`src/rtl/iccm_boot_loader.sv`:
```
// ============================================================================
// iccm_boot_loader
//
// Loads a program image from the UART byte stream into one of several target
// memories, then releases the core from reset. It replaces the fixed-width
// ICCM controller.
//
// Frame on the wire:
//   SYNC, TARGET, LEN_LO, LEN_HI, LEN*BPW payload bytes (LSB first), CHK
//   CHK is the 8-bit wrapping sum of the payload bytes only.
//
// Payload bytes are packed into DataWidth-bit little-endian words. Each
// completed word is written to the latched target bank at consecutive word
// addresses starting from 0.
//
// The core is held in reset until a frame passes its checksum. A bad target,
// an oversized length, a bad checksum or an inter-byte timeout aborts the
// frame and raises a sticky error. Writes that already happened are not undone.
//
// Ports:
//   clock         system clock
//   reset         asynchronous, active-high reset
//   rx_dv_i       one-cycle strobe: rx_byte_i is valid
//   rx_byte_i     received byte
//   we_o          one-cycle write strobe
//   bank_o        target bank of the write
//   addr_o        word address of the write
//   wdata_o       write data
//   core_reset_o  high = hold the core in reset
//   done_o        high = the last frame was accepted
//   err_o         sticky error flag; cleared by the next SYNC byte
// ============================================================================
module iccm_boot_loader #(
    parameter int         DataWidth     = 32,
    parameter int         AddrWidth     = 12,
    parameter int         NumBanks      = 2,
    parameter int         TimeoutCycles = 1048576,
    parameter logic [7:0] SyncByte      = 8'hA5,
    localparam int        BankWidth     = (NumBanks > 1) ? $clog2(NumBanks) : 1
) (
    input  logic                 clock,
    input  logic                 reset,
    input  logic                 rx_dv_i,
    input  logic [7:0]           rx_byte_i,
    output logic                 we_o,
    output logic [BankWidth-1:0] bank_o,
    output logic [AddrWidth-1:0] addr_o,
    output logic [DataWidth-1:0] wdata_o,
    output logic                 core_reset_o,
    output logic                 done_o,
    output logic                 err_o
);

    localparam int         BPW   = DataWidth / 8;
    localparam int         BCW   = (BPW > 1) ? $clog2(BPW) : 1;
    localparam int         TCW   = $clog2(TimeoutCycles + 1);
    // Bank depth as a wide constant, so that the length check also works
    // when AddrWidth is 16 or more.
    localparam logic [32:0] DEPTH = 33'(1) << AddrWidth;

    typedef enum logic [2:0] {
        S_IDLE, S_TARGET, S_LEN0, S_LEN1, S_DATA, S_CHK, S_DONE, S_ERR
    } state_t;

    state_t state_reg, state_next;

    logic [BankWidth-1:0] bank_lat_reg;
    logic [7:0]           len_lo_reg;
    logic [15:0]          words_left_reg;
    logic [AddrWidth-1:0] addr_cnt_reg;
    logic [BCW-1:0]       byte_cnt_reg;
    logic [DataWidth-1:0] word_reg;
    logic [7:0]           sum_reg;
    logic [TCW-1:0]       tmo_cnt_reg;

    logic                 we_reg;
    logic [BankWidth-1:0] bank_out_reg;
    logic [AddrWidth-1:0] addr_out_reg;
    logic [DataWidth-1:0] wdata_out_reg;
    logic                 core_reset_reg;
    logic                 done_reg;
    logic                 err_reg;

    // ------------------------------------------------------------------
    // Shared decode
    // ------------------------------------------------------------------
    logic                 is_sync;
    logic                 timed;
    logic                 timeout;
    logic                 last_lane;
    logic                 last_word;
    logic [15:0]          len_full;
    logic                 len_too_big;
    logic                 bad_target;
    logic [DataWidth-1:0] word_merged;

    assign is_sync     = (rx_byte_i == SyncByte);
    assign timed       = (state_reg == S_TARGET) || (state_reg == S_LEN0) ||
                         (state_reg == S_LEN1)   || (state_reg == S_DATA) ||
                         (state_reg == S_CHK);
    // tmo_cnt_reg holds (idle clocks since the last byte) - 1, so this fires
    // on the TimeoutCycles-th idle clock. A byte on that same clock wins.
    assign timeout     = timed && !rx_dv_i &&
                         (tmo_cnt_reg == TCW'(TimeoutCycles - 1));
    assign last_lane   = (byte_cnt_reg == BCW'(BPW - 1));
    assign last_word   = (words_left_reg == 16'd1);
    assign len_full    = {rx_byte_i, len_lo_reg};
    assign len_too_big = ({17'd0, len_full} > DEPTH);
    assign bad_target  = ({24'd0, rx_byte_i} >= 32'(NumBanks));

    // Current word with the incoming byte placed in the lane byte_cnt points
    // at. A completed word is written straight from here.
    for (genvar gi = 0; gi < BPW; gi++) begin : g_lane
        assign word_merged[gi*8 +: 8] = (byte_cnt_reg == BCW'(gi)) ?
                                        rx_byte_i : word_reg[gi*8 +: 8];
    end

    // ------------------------------------------------------------------
    // State register
    // ------------------------------------------------------------------
    always_ff @(posedge clock or posedge reset) begin
        if (reset) begin
            state_reg <= S_IDLE;
        end else begin
            state_reg <= state_next;
        end
    end

    // ------------------------------------------------------------------
    // Next-state logic
    // ------------------------------------------------------------------
    always_comb begin
        state_next = state_reg;
        case (state_reg)
            S_IDLE, S_DONE: begin
                if (rx_dv_i && is_sync) state_next = S_TARGET;
            end
            S_TARGET: begin
                if (rx_dv_i) state_next = bad_target ? S_ERR : S_LEN0;
            end
            S_LEN0: begin
                if (rx_dv_i) state_next = S_LEN1;
            end
            S_LEN1: begin
                if (rx_dv_i) begin
                    if (len_too_big)           state_next = S_ERR;
                    else if (len_full == 16'd0) state_next = S_CHK;
                    else                        state_next = S_DATA;
                end
            end
            S_DATA: begin
                if (rx_dv_i && last_lane && last_word) state_next = S_CHK;
            end
            S_CHK: begin
                if (rx_dv_i) state_next = (rx_byte_i == sum_reg) ? S_DONE : S_ERR;
            end
            S_ERR:   state_next = S_IDLE;
            default: state_next = S_IDLE;
        endcase
        if (timeout) state_next = S_ERR;
    end

    // ------------------------------------------------------------------
    // Output / control decode
    // ------------------------------------------------------------------
    logic start_frame;
    logic ld_bank;
    logic ld_len_lo;
    logic ld_len;
    logic data_byte;
    logic frame_ok;
    logic release_core;
    logic in_err;

    always_comb begin
        start_frame  = 1'b0;
        ld_bank      = 1'b0;
        ld_len_lo    = 1'b0;
        ld_len       = 1'b0;
        data_byte    = 1'b0;
        frame_ok     = 1'b0;
        release_core = 1'b0;
        in_err       = 1'b0;
        case (state_reg)
            S_IDLE:   start_frame = rx_dv_i && is_sync;
            S_TARGET: ld_bank     = rx_dv_i && !bad_target;
            S_LEN0:   ld_len_lo   = rx_dv_i;
            S_LEN1:   ld_len      = rx_dv_i;
            S_DATA:   data_byte   = rx_dv_i;
            S_CHK:    frame_ok    = rx_dv_i && (rx_byte_i == sum_reg);
            S_DONE: begin
                start_frame  = rx_dv_i && is_sync;
                // Release the core on the cycle after entry into DONE,
                // unless a new frame is already starting.
                release_core = !(rx_dv_i && is_sync);
            end
            S_ERR:    in_err      = 1'b1;
            default:  ;
        endcase
    end

    // ------------------------------------------------------------------
    // Datapath and registered outputs
    // ------------------------------------------------------------------
    always_ff @(posedge clock or posedge reset) begin
        if (reset) begin
            bank_lat_reg   <= '0;
            len_lo_reg     <= '0;
            words_left_reg <= '0;
            addr_cnt_reg   <= '0;
            byte_cnt_reg   <= '0;
            word_reg       <= '0;
            sum_reg        <= '0;
            tmo_cnt_reg    <= '0;
            we_reg         <= 1'b0;
            bank_out_reg   <= '0;
            addr_out_reg   <= '0;
            wdata_out_reg  <= '0;
            core_reset_reg <= 1'b1;
            done_reg       <= 1'b0;
            err_reg        <= 1'b0;
        end else begin
            we_reg      <= 1'b0;
            tmo_cnt_reg <= (timed && !rx_dv_i) ? tmo_cnt_reg + 1'b1 : '0;

            if (start_frame) begin
                err_reg        <= 1'b0;
                done_reg       <= 1'b0;
                core_reset_reg <= 1'b1;
            end
            if (ld_bank) begin
                bank_lat_reg <= rx_byte_i[BankWidth-1:0];
            end
            if (ld_len_lo) begin
                len_lo_reg <= rx_byte_i;
            end
            if (ld_len) begin
                // The sum is cleared even for empty frames, whose checksum is 0.
                words_left_reg <= len_full;
                addr_cnt_reg   <= '0;
                byte_cnt_reg   <= '0;
                word_reg       <= '0;
                sum_reg        <= '0;
            end
            if (data_byte) begin
                word_reg <= word_merged;
                sum_reg  <= sum_reg + rx_byte_i;
                if (last_lane) begin
                    // Explicit wrap so that word widths with a byte count
                    // that is not a power of two also work.
                    byte_cnt_reg   <= '0;
                    we_reg         <= 1'b1;
                    bank_out_reg   <= bank_lat_reg;
                    addr_out_reg   <= addr_cnt_reg;
                    wdata_out_reg  <= word_merged;
                    addr_cnt_reg   <= addr_cnt_reg + 1'b1;
                    words_left_reg <= words_left_reg - 16'd1;
                end else begin
                    byte_cnt_reg <= byte_cnt_reg + 1'b1;
                end
            end
            if (frame_ok) begin
                done_reg <= 1'b1;
            end
            if (release_core) begin
                core_reset_reg <= 1'b0;
            end
            if (in_err) begin
                err_reg        <= 1'b1;
                core_reset_reg <= 1'b1;
                done_reg       <= 1'b0;
            end
        end
    end

    assign we_o         = we_reg;
    assign bank_o       = bank_out_reg;
    assign addr_o       = addr_out_reg;
    assign wdata_o      = wdata_out_reg;
    assign core_reset_o = core_reset_reg;
    assign done_o       = done_reg;
    assign err_o        = err_reg;

endmodule
```
`config.mk`:
```
export PLATFORM = sky130hd
export DESIGN_NAME = iccm_boot_loader
export DESIGN_NICKNAME = d
export VERILOG_FILES = /design/src/rtl/iccm_boot_loader.sv
export SDC_FILE = /design/constraint.sdc
export NUM_CORES = 1
export LEC_CHECK = 0
export CORE_MARGIN = 4
export CORE_UTILIZATION = 55
export CTS_CLUSTER_DIAMETER = 40
export DETAILED_ROUTE_END_ITERATION = 7
export DONT_BUFFER_PORTS = 1
export PLACE_DENSITY = 0.74
export SLEW_MARGIN = 20
export SYNTH_ARGS = -nofsm -noshare
export SYNTH_HDL_FRONTEND = slang
export SYNTH_SLANG_ARGS = --single-unit
```
`constraint.sdc`:
```
create_clock -name clock -period 8.63 [get_ports clock]
set_input_delay 0 -clock clock [delete_from_list [all_inputs] [get_ports clock]]
set_output_delay 0 -clock clock [all_outputs]
set_load 0.01 [all_outputs]
```
==> flow_summary.rst, run 1 <==
.. list-table::
   :header-rows: 1

   * - Metric
     - Value
   * - Clock Path Buffers
     - 2
   * - Hold violation count in the final report
     - 0
   * - Instance count of the mapped netlist
     - 703
   * - Startpoint class of the critical path
     - flip-flop
   * - DIE AREA
     - 0.01468 sq mm
   * - Family with the most delay on the worst path
     - simple AND/OR/NAND/NOR gates
   * - # Max-Cap Violations
     - 0
   * - Count of pins on the block boundary
     - 60
   * - 1st-iter DRT viols
     - 462
   * - Post-Synth Adder-Cell Area
     - 2.948%
   * - Effective utilization at floorplan
     - 56.06%
   * - TritonCTS Buffers
     - 17
   * - Die Ht
     - 121.2 um
   * - Cell area after synthesis
     - 0.007046 sq mm
   * - Placement Rows
     - roughly 40
   * - Wire length reported by the detailed router
     - 16.72 mm
   * - Clock root buffer
     - clkbuf_16
   * - Delay of the slowest cell on the worst path
     - 660 ps
   * - Final weighted congestion in routability-driven placement
     - approximately 0.83
   * - Instance area after placement
     - 0.007087 sq mm
   * - Global route overflow
     - 0
   * - Share of async-settable or async-resettable flops after synthesis
     - 100.0%
   * - Largest vdd supply drop
     - 156.9 uV
   * - Worst-case clock skew
     - ~6.6 ps
   * - Cell variety after synth
     - 74
   * - Most instantiated flip-flop cell in the synthesis netlist
     - dfrtp_1
   * - Multiplexer fraction of the synthesized cell area
     - approximately 5.6%
   * - Met1 Resource Use GR
     - 33.21%
   * - Final net count
     - 719
   * - Final count of negative-setup-slack endpoints
     - 0
   * - Via total after detailed routing
     - around 5400
   * - Synthesized net count
     - 730
   * - Fraction of the mapped netlist area in compound gates
     - 13.80%
   * - Classification of the worst setup path
     - reg -> reg
   * - Max-slew violation total from the final report
     - 0
   * - Worst slack at placement
     - 6005 ps
   * - Achievable clock frequency
     - between 300 and 400 MHz
   * - CP max-delay cell
     - nand3_1
   * - Routed vias/inst
     - 6.100
   * - Core occupancy in the finished layout
     - between 60% and 70%
   * - Post-Layout Inst Area
     - 0.007775 sq mm
   * - Antenna viol nets, final
     - 0
   * - GR peak layer
     - met2
   * - Total of warnings raised by yosys
     - 0
   * - Minimum clock period
     - around 2700 ps
   * - Clock-pin slew on the worst setup and hold paths
     - 60 ps
   * - Post-detailed-route DRC marker count
     - 0
   * - Cells traversed along the worst timing path
     - nor2_1 > nand3_1 > nand2_1 > o21ai_1 > a22o_1
   * - CTS Hold Buffers Added
     - 10
   * - Synthesized-area fraction occupied by xor and xnor cells
     - 2.859%
   * - Horiz. Die Dim
     - approximately 120 um
   * - Post-CTS Setup Repair Bufs
     - 0
   * - CP Capture Type
     - flip-flop
   * - Number of antenna violations at the first check in global routing
     - 1
   * - Combinational family with the most area after synthesis
     - simple AND/OR/NAND/NOR gates
   * - Port Buffers
     - 0
   * - Commonest cells after routing, fill and taps aside
     - dfrtp_1 (143), nand2_1 (121), o21ai_0 (51), nor2_1 (45)
   * - Number of flops mapped to enable cells by yosys
     - 0
   * - Run status
     - finished clean
   * - Max FFs per register
     - 32
   * - Flip-flop and latch count after synthesis
     - 144
   * - Count of clock tree sinks
     - approximately 140
   * - Req. time, crit path
     - 8930 ps
   * - Via count of the first global-routing pass
     - about 5400
   * - Clock network latency to the later pin of the worst-skew pair
     - 420 ps
   * - Total power draw
     - 2.270 mW
   * - Power density of the placed cells
     - between 200 and 300 mW/mm^2
   * - Part of the cycle the worst path needs
     - roughly 31%
   * - Layout cell share with drive strength beyond 1
     - 8.794%
   * - Worst slew slack as a fraction of its limit
     - 34.65%
   * - Endpoint arrival time on the critical path
     - about 3000 ps
   * - Hold Path Class
     - in -> reg
   * - Count of fill cells added during filler insertion
     - roughly 1000
   * - Wirelength per Cell
     - about 19 um
   * - Clock tree from TritonCTS
     - built
   * - First-pass GRT wire length
     - 28.19 mm
   * - Leakage
     - 3.459 nW
   * - Setup repair after global routing missed its margin
     - false
   * - Worst Path Buf+Inv
     - 0
   * - Maximum fanout encountered on the critical timing path
     - 22
   * - Most common cell after layout, fill and taps aside
     - dfrtp_1
   * - Syn avg cell area
     - roughly 10 sq um
   * - Largest net degree at the start of global routing
     - 80
   * - Area share of and/or/nand/nor cells after synthesis
     - 20.00%
   * - Worst Tran Pin Value
     - 980.2 ps
   * - Total negative slack
     - 0 ps
   * - Worst Setup Slack, final
     - 5928 ps
   * - Placeable Area
     - 0.01257 sq mm
   * - Sum of net half-perimeters after detailed placement
     - around 10 mm
   * - PostCTS Resize Cnt
     - 0
   * - Seq/Total Area, Yosys
     - 51.16%
   * - Growth of design area from synthesis to finish
     - 10.35%
   * - GRT Overall Usage
     - 24.30%
   * - Total iterations of the first detailed-routing run
     - 5
   * - Met3 track demand over resource
     - 6.247%
   * - Total number of H-tree levels
     - 4
   * - Met2 usage
     - 37.90%
## area by class of cell
cell class	instances	area (sq um)	area share (%)
diodes	1	2.502	0.03219
well taps	172	215.2	2.768
multi-input cells	501	3183	40.94
clock buffers	23	478.0	6.147
clock inverters	9	107.6	1.384
repair buffers	13	122.6	1.577
inverters	15	61.31	0.7885
flip-flops and latches	144	3605	46.36
## per-stage QoR
step,std cells,hold WS [ps]
finish,878,6.315
global route,878,21.78
CTS,877,11.48
detailed placement,835,-4.555
global placement,835,-25.58
floorplan,703,233.1
## Yosys cell counts (all sizes together), types with 8 or more instances
master | number | area, sq um
a21oi | 22 | 113.9
a22o | 24 | 210.2
a311oi | 8 | 70.07
buf | 28 | 145.1
clkbuf | 15 | 56.30
dfrtp | 143 | 3578
ha | 15 | 187.7
inv | 15 | 56.30
mux2 | 10 | 112.6
mux2i | 28 | 280.3
nand2 | 122 | 460.5
nand3 | 29 | 150.1
nand4 | 14 | 93.84
nor2 | 45 | 168.9
nor3 | 15 | 107.6
o21ai | 55 | 282.8
or3 | 8 | 50.05
xnor2 | 16 | 140.1
## tightest hold or removal path, delay by kind of cell
family / cells / cell delay, ps
simple gates: 1 / 120
compound gates: 2 / 260
## layer usage
layer,vias up,part of all wire (%)
li1,2483,-
met1,2661,43
met2,177,48
met3,35,6.5
met4,0,2.7
met5,-,0
## power breakdown
| group | switching, mW | internal [mW] | leakage (nW) |
|---|---|---|---|
| Combinational | 0.290 | 0.233 | 1.25 |
| Clock | 0.278 | 0.448 | 0.283 |
| Sequential | 0.188 | 0.833 | 1.92 |
## cells by family after synthesis
| kind of cell | Yosys count |
|---|---|
| flip-flops | 144 |
| adder cells (fa/ha/maj) | 16 |
| AO/OA/AOI/OAI | 145 |
| AND/OR/NAND/NOR | 279 |
| multiplexers | 38 |
| buffers and inverters | 58 |
| XOR/XNOR | 23 |
## path summary, 6_finish.rpt
kind	end	slack [ps]	from	cells after the start
setup / recovery	word_reg[19]	5930	state_reg[0]	5
hold / removal	core_reset_o	6	rx_dv_i	3
setup reg to reg	word_reg[19]	5930	state_reg[0]	5
hold reg to reg	bank_o	480	bank_lat_reg	2
max in group asynchronous	tmo_cnt_reg[12]	7030	reset	3
min in group asynchronous	wdata_o[13]	180	reset	2
(Power assumes the default switching activity.)
==> run 2: changes to the inputs <==
==> constraint.sdc (replaced) <==
create_clock -name clock -period 2.7 [get_ports clock]
set_input_delay 0 -clock clock [delete_from_list [all_inputs] [get_ports clock]]
set_output_delay 0 -clock clock [all_outputs]
set_load 0.01 [all_outputs]
==> flow_summary.rst, run 2 (synthesized netlist as in run 1, its figures left out) <==
.. list-table::
   :header-rows: 1

   * - Metric
     - Value
   * - Number of standard cells in the layout, taps in and fillers out
     - 887 (+1.0%)
   * - Delay of the slowest cell on the worst path
     - 780 ps (+120 ps)
   * - Count of fill cells added during filler insertion
     - 984 (-1.2%)
   * - GRT Overall Usage
     - 24.21% (-0.088 points)
   * - Max-slew violation total from the final report
     - 0 (unchanged)
   * - Placement Rows
     - 41 (unchanged)
   * - Worst r2r path cells
     - 5 (unchanged)
   * - Total negative slack
     - 0 ps (unchanged)
   * - Worst slew slack as a fraction of its limit
     - 49.65% (+15 points)
   * - Worst slack at placement
     - 629.4 ps (-5376 ps)
   * - Post-detailed-route DRC marker count
     - 0 (unchanged)
   * - Run status
     - finished clean
   * - Instance area after placement
     - 0.007171 sq mm (+1.2%)
   * - CTS Hold Buffers Added
     - 11 (+1)
   * - Startpoint of the most critical register-to-register path
     - state_reg[1]
   * - Total power draw
     - 7.280 mW (+220%)
   * - Clock Path Buffers
     - 2 (unchanged)
   * - Number of antenna violations at the first check in global routing
     - 2 (+1)
   * - Startpoint class of the critical path
     - input pin
   * - First-pass GRT wire length
     - 27.80 mm (-1.4%)
   * - Global route overflow
     - 0 (unchanged)
   * - Placeable Area
     - 0.01257 sq mm (unchanged)
   * - Final count of negative-setup-slack endpoints
     - 0 (unchanged)
   * - DIE AREA
     - 0.01468 sq mm (unchanged)
   * - Worst-case clock skew
     - 10.29 ps (+3.704 ps)
   * - # Max-Cap Violations
     - 0 (unchanged)
   * - Sum of net half-perimeters after detailed placement
     - 10.43 mm (+0.51%)
   * - Final weighted congestion in routability-driven placement
     - 0.8469 (+2.2%)
   * - Clock tree from TritonCTS
     - built
   * - Classification of the worst setup path
     - in -> reg
   * - Wire length reported by the detailed router
     - 16.62 mm (-0.60%)
   * - Leakage
     - 3.515 nW (+1.6%)
   * - Effective utilization at floorplan
     - 56.06% (unchanged)
   * - CP max-delay cell
     - dlygate4sd3_1
   * - PostCTS Resize Cnt
     - 0 (unchanged)
   * - Layout cell share with drive strength beyond 1
     - 9.537% (+0.74 points)
   * - Largest vdd supply drop
     - 508.2 uV (+220%)
   * - Most numerous cell on the critical path
     - dlygate4sd3_1
   * - Antenna viol nets, final
     - 0 (unchanged)
   * - Slack of the worst reg-to-reg path
     - 390 ps (-5540 ps)
   * - Clock network latency to the later pin of the worst-skew pair
     - 430 ps (about the same)
   * - Capture point of the critical path
     - bank_lat_reg
   * - Setup repair after global routing missed its margin
     - false
   * - Power density of the placed cells
     - 926.1 mW/mm^2 (+220%)
   * - Commonest cells after routing, fill and taps aside
     - dfrtp_1 (143), nand2_1 (121), o21ai_0 (51), nor2_1 (45)
   * - Family with the most delay on the worst path
     - buffers and inverters
   * - Minimum clock period
     - roughly 2300 ps
   * - Die Ht
     - 121.2 um (unchanged)
   * - Port Buffers
     - 0 (unchanged)
   * - CP Capture Type
     - flip-flop
   * - Count of pins on the block boundary
     - 60 (unchanged)
   * - Clock-pin slew on the worst setup and hold paths
     - 60 ps (about the same)
   * - Horiz. Die Dim
     - 121.2 um (unchanged)
   * - Most common cell after layout, fill and taps aside
     - dfrtp_1
   * - Growth of design area from synthesis to finish
     - 11.58%
   * - Hold Path Class
     - in -> reg
   * - Via total after detailed routing
     - 5402 (+0.86%)
   * - Reg-to-reg endpoint
     - bank_lat_reg
   * - Post-Layout Inst Area
     - 0.007861 sq mm (+1.1%)
   * - Worst Setup Slack, final
     - 352.0 ps (-5575 ps)
   * - Total iterations of the first detailed-routing run
     - 7 (+2)
   * - Worst Tran Pin Value
     - 752.8 ps (-227.4 ps)
   * - Core occupancy in the finished layout
     - 62.55% (+0.69 points)
   * - Crit. path cell count
     - 6 (+1)
   * - Achievable clock frequency
     - 425.9 MHz
   * - Total number of H-tree levels
     - 4 (unchanged)
   * - Hold violation count in the final report
     - 0 (unchanged)
   * - Post-CTS Setup Repair Bufs
     - 0 (unchanged)
   * - Req. time, crit path
     - 3000 ps (-5930 ps)
   * - Maximum fanout encountered on the critical timing path
     - 10 (-55%)
   * - TritonCTS Buffers
     - 17 (unchanged)
   * - 1st-iter DRT viols
     - 391 (-15%)
   * - Count of clock tree sinks
     - 144 (unchanged)
   * - Worst Path Buf+Inv
     - 2 (+2)
   * - Max FFs per register
     - 32 (unchanged)
   * - Via count of the first global-routing pass
     - 5412 (+0.58%)
   * - Clock root buffer
     - clkbuf_16
   * - Wirelength per Cell
     - 18.74 um (-1.6%)
   * - Part of the cycle the worst path needs
     - about 87%
   * - Final net count
     - 728 (+1.3%)
   * - Largest net degree at the start of global routing
     - 106 (+33%)
   * - Routed vias/inst
     - 6.090 (-0.16%)
   * - DP Cell Count
     - 843 (+0.96%)
   * - Cells traversed along the worst timing path
     - dlygate4sd3_1 > nor3_4 > nand3b_1 > or4b_1 > mux2_1 > dlygate4sd3_1
   * - Endpoint arrival time on the critical path
     - 2640 ps (-360 ps)
   * - Fin Hold WS
     - 18.14 ps (+11.83 ps)
   * - Critical path launch point
     - rx_byte_i[5]
==> run 2: worst min-delay path by stage <==
stage | from | to | slack, ps | cells past startpoint
after floorplan | rx_byte_i[5] | wdata_o[29] | 230 | 3
after global placement | reset | wdata_o[6] | 70 | 2
after detailed placement | reset | wdata_o[3] | 90 | 2
after CTS | rx_byte_i[5] | sum_reg[6] | 1 | 4
after global routing | rx_byte_i[6] | sum_reg[6] | 20 | 3
final | rx_byte_i[5] | sum_reg[6] | 20 | 4
==> run 2: worst reg2reg max path: stages, from the launching register on <==
cell and delay (ps):
dfrtp_1 530, inv_2 210, nand2_1 80, or4b_1 490, mux2_1 320, dlygate4sd3_1 560
==> run 2: area by class of cell <==
cell class	count	area [sq um]	area share, %
tap	172	215.2	2.738
clock inverter	6	80.08	1.019
clock buffer	25	495.5	6.303
timing repair buffer	22	217.7	2.769
antenna	2	5.005	0.06366
inverter	15	60.06	0.7640
sequential	144	3605	45.85
multi-input combinational	501	3183	40.49
==> run 2: power breakdown <==
part	internal [mW]	leakage (nW)	total [mW]	switching [mW]
registers	2.66	1.92	3.24	0.577
logic	0.772	1.30	1.74	0.971
clock network	1.45	0.287	2.30	0.849
==> run 2: per-layer routing <==
layer | vias to the layer above | GRT usage [%] | part of all wire (%)
li1 | 2503 | - | -
met1 | 2672 | 32.10 | 42
met2 | 190 | 37.58 | 47
met3 | 37 | 5.828 | 6.5
met4 | 0 | 11.76 | 3.7
met5 | - | 0 | 0
==> run 3: changes to the inputs <==
==> constraint.sdc (replaced) <==
create_clock -name clock -period 2.5 [get_ports clock]
set_input_delay 0 -clock clock [delete_from_list [all_inputs] [get_ports clock]]
set_output_delay 0 -clock clock [all_outputs]
set_load 0.01 [all_outputs]
==> flow_summary.rst, run 3 (synthesized netlist as in run 1, its figures left out) <==
.. list-table::
   :header-rows: 1

   * - Metric
     - Value
   * - Placeable Area
     - 0.01257 sq mm (unchanged)
   * - Leakage
     - 3.581 nW (+1.9%)
   * - TritonCTS Buffers
     - 17 (unchanged)
   * - Clock root buffer
     - clkbuf_16
   * - DIE AREA
     - 0.01468 sq mm (unchanged)
   * - Core occupancy in the finished layout
     - 63.52% (+0.98 points)
   * - Endpoint arrival time on the critical path
     - 2620 ps (-20 ps)
   * - Count of fill cells added during filler insertion
     - 1014 (+3.0%)
   * - Minimum clock period
     - around 2300 ps
   * - Placement Rows
     - 41 (unchanged)
   * - Max-slew violation total from the final report
     - 0 (unchanged)
   * - Horiz. Die Dim
     - 121.2 um (unchanged)
   * - Total negative slack
     - 0 ps (unchanged)
   * - Classification of the worst setup path
     - in -> reg
   * - Maximum fanout encountered on the critical timing path
     - 12 (+2)
   * - Hold violation count in the final report
     - 0 (unchanged)
   * - Max FFs per register
     - 32 (unchanged)
   * - Fin Hold WS
     - 18.89 ps (+0.7496 ps)
   * - Global route overflow
     - 0 (unchanged)
   * - Post-detailed-route DRC marker count
     - 0 (unchanged)
   * - CTS Hold Buffers Added
     - 10 (-1)
   * - Wire length reported by the detailed router
     - 17.16 mm (+3.2%)
   * - Worst slack at placement
     - 499.1 ps (-130.3 ps)
   * - Routed vias/inst
     - 6.096 (about the same)
   * - Sum of net half-perimeters after detailed placement
     - 10.80 mm (+3.5%)
   * - Growth of design area from synthesis to finish
     - 13.32%
   * - 1st-iter DRT viols
     - 404 (+3.3%)
   * - PostCTS Resize Cnt
     - 0 (unchanged)
   * - Startpoint class of the critical path
     - input pin
   * - Largest net degree at the start of global routing
     - 58 (-45%)
   * - Clock Path Buffers
     - 2 (unchanged)
   * - Most common cell after layout, fill and taps aside
     - dfrtp_1
   * - Clock tree from TritonCTS
     - built
   * - Power density of the placed cells
     - 1033 mW/mm^2 (+11%)
   * - Number of antenna violations at the first check in global routing
     - 0 (-2)
   * - Layout cell share with drive strength beyond 1
     - 11.33% (+1.8 points)
   * - Clock-pin slew on the worst setup and hold paths
     - 60 ps (about the same)
   * - Worst Setup Slack, final
     - 180.2 ps (-171.8 ps)
   * - Effective utilization at floorplan
     - 56.06% (unchanged)
   * - Final weighted congestion in routability-driven placement
     - 0.8346 (-1.5%)
   * - Run status
     - finished clean
   * - Wirelength per Cell
     - 19.15 um (+2.2%)
   * - Final count of negative-setup-slack endpoints
     - 0 (unchanged)
   * - Part of the cycle the worst path needs
     - 92.79%
   * - Final net count
     - 738 (+1.4%)
   * - Worst Tran Pin Value
     - 795.2 ps (+42.37 ps)
   * - GRT Overall Usage
     - 24.96% (+0.75 points)
   * - CP Capture Type
     - flip-flop
   * - Worst-case clock skew
     - 8.137 ps (-2.151 ps)
   * - Via total after detailed routing
     - 5462 (+1.1%)
   * - Die Ht
     - 121.2 um (unchanged)
   * - First-pass GRT wire length
     - 28.55 mm (+2.7%)
   * - Req. time, crit path
     - 2800 ps (-200 ps)
   * - Antenna Cells
     - 0 (-2)
   * - Post-CTS Setup Repair Bufs
     - 0 (unchanged)
   * - Hold Path Class
     - in -> reg
   * - Count of clock tree sinks
     - 144 (unchanged)
   * - Largest vdd supply drop
     - 560.0 uV (+10%)
   * - Setup repair after global routing missed its margin
     - false
   * - Clock network latency to the later pin of the worst-skew pair
     - 430 ps (about the same)
   * - Total number of H-tree levels
     - 4 (unchanged)
   * - # Max-Cap Violations
     - 0 (unchanged)
   * - Port Buffers
     - 0 (unchanged)
   * - Via count of the first global-routing pass
     - 5535 (+2.3%)
   * - Count of pins on the block boundary
     - 60 (unchanged)
   * - Commonest cells after routing, fill and taps aside
     - dfrtp_1 (143), nand2_1 (121), o21ai_0 (51), nor2_1 (45)
   * - Worst slew slack as a fraction of its limit
     - 46.81% (-2.8 points)
   * - Antenna viol nets, final
     - 0 (unchanged)
   * - Total iterations of the first detailed-routing run
     - 5 (-2)
   * - Achievable clock frequency
     - 431.1 MHz
-- run 3: cell types whose count changed in the layout (fill, tap and decap cells not counted) --
cell and delta:
buf_12 -2, diode_2 -2, bufinv_16 +3, clkinvlp_4 +1, clkinv_4 +1, clkinv_2 -1, buf_4 +13, clkbuf_1 -2
clkbuf_8 -1, dlygate4sd3_1 -1
-- run 3: path summary, 6_finish.rpt --
kind / startpoint / endpoint / slack, ps / depth (start not counted)
max: rx_byte_i[1] / sum_reg[7] / 180 / 7
min: rx_byte_i[5] / sum_reg[6] / 20 / 4
max reg2reg: state_reg[1] / addr_cnt_reg[8] / 390 / 6
min reg2reg: bank_lat_reg / bank_o / 490 / 2
max in group asynchronous: reset / addr_cnt_reg[2] / 1690 / 3
min in group asynchronous: reset / wdata_o[15] / 220 / 3
-- run 3: area by class of cell --
class | count | area, sq um | area share, %
Inverter | 15 | 60.06 | 0.7522
Tap cell | 172 | 215.2 | 2.695
Timing Repair Buffer | 32 | 265.3 | 3.322
Clock inverter | 10 | 181.4 | 2.272
Clock buffer | 22 | 474.2 | 5.940
Sequential cell | 144 | 3605 | 45.15
Multi-Input combinational cell | 501 | 3183 | 39.87
-- run 3: per-stage QoR --
step	instance area [sq um]	std cells	power (mW)
6_report	7984	896	8.244
5_1_grt	7984	896	8.677
4_1_cts	7984	896	8.255
3_5_place_dp	7228	854	5.370
3_3_place_gp	7228	854	5.268
2_1_floorplan	7049	703	4.874
-- run 3: worst max-delay path, stage by stage --
cell	delay (ps)
dlygate4sd3_1	1050
ha_1	380
a21oi_1	190
o211ai_1	150
o41ai_1	490
mux2i_1	250
o211ai_1	100
-- run 3: where the power goes --
group	total, mW	internal, mW	switching, mW
registers	3.47	2.88	0.598
logic	1.96	0.871	1.09
clock network	2.81	1.85	0.964
-- run 3: per-layer routing --
metal | part of all wire [%] | up-vias | GRT usage [%] | wire [um]
met1 | 41 | 2715 | 31.51 | 7023
met3 | 6.7 | 51 | 6.061 | 1157
li1 | - | 2524 | - | -
met2 | 48 | 172 | 39.98 | 8219
met5 | 0 | - | 0 | 0
met4 | 4.4 | 0 | 13.10 | 757
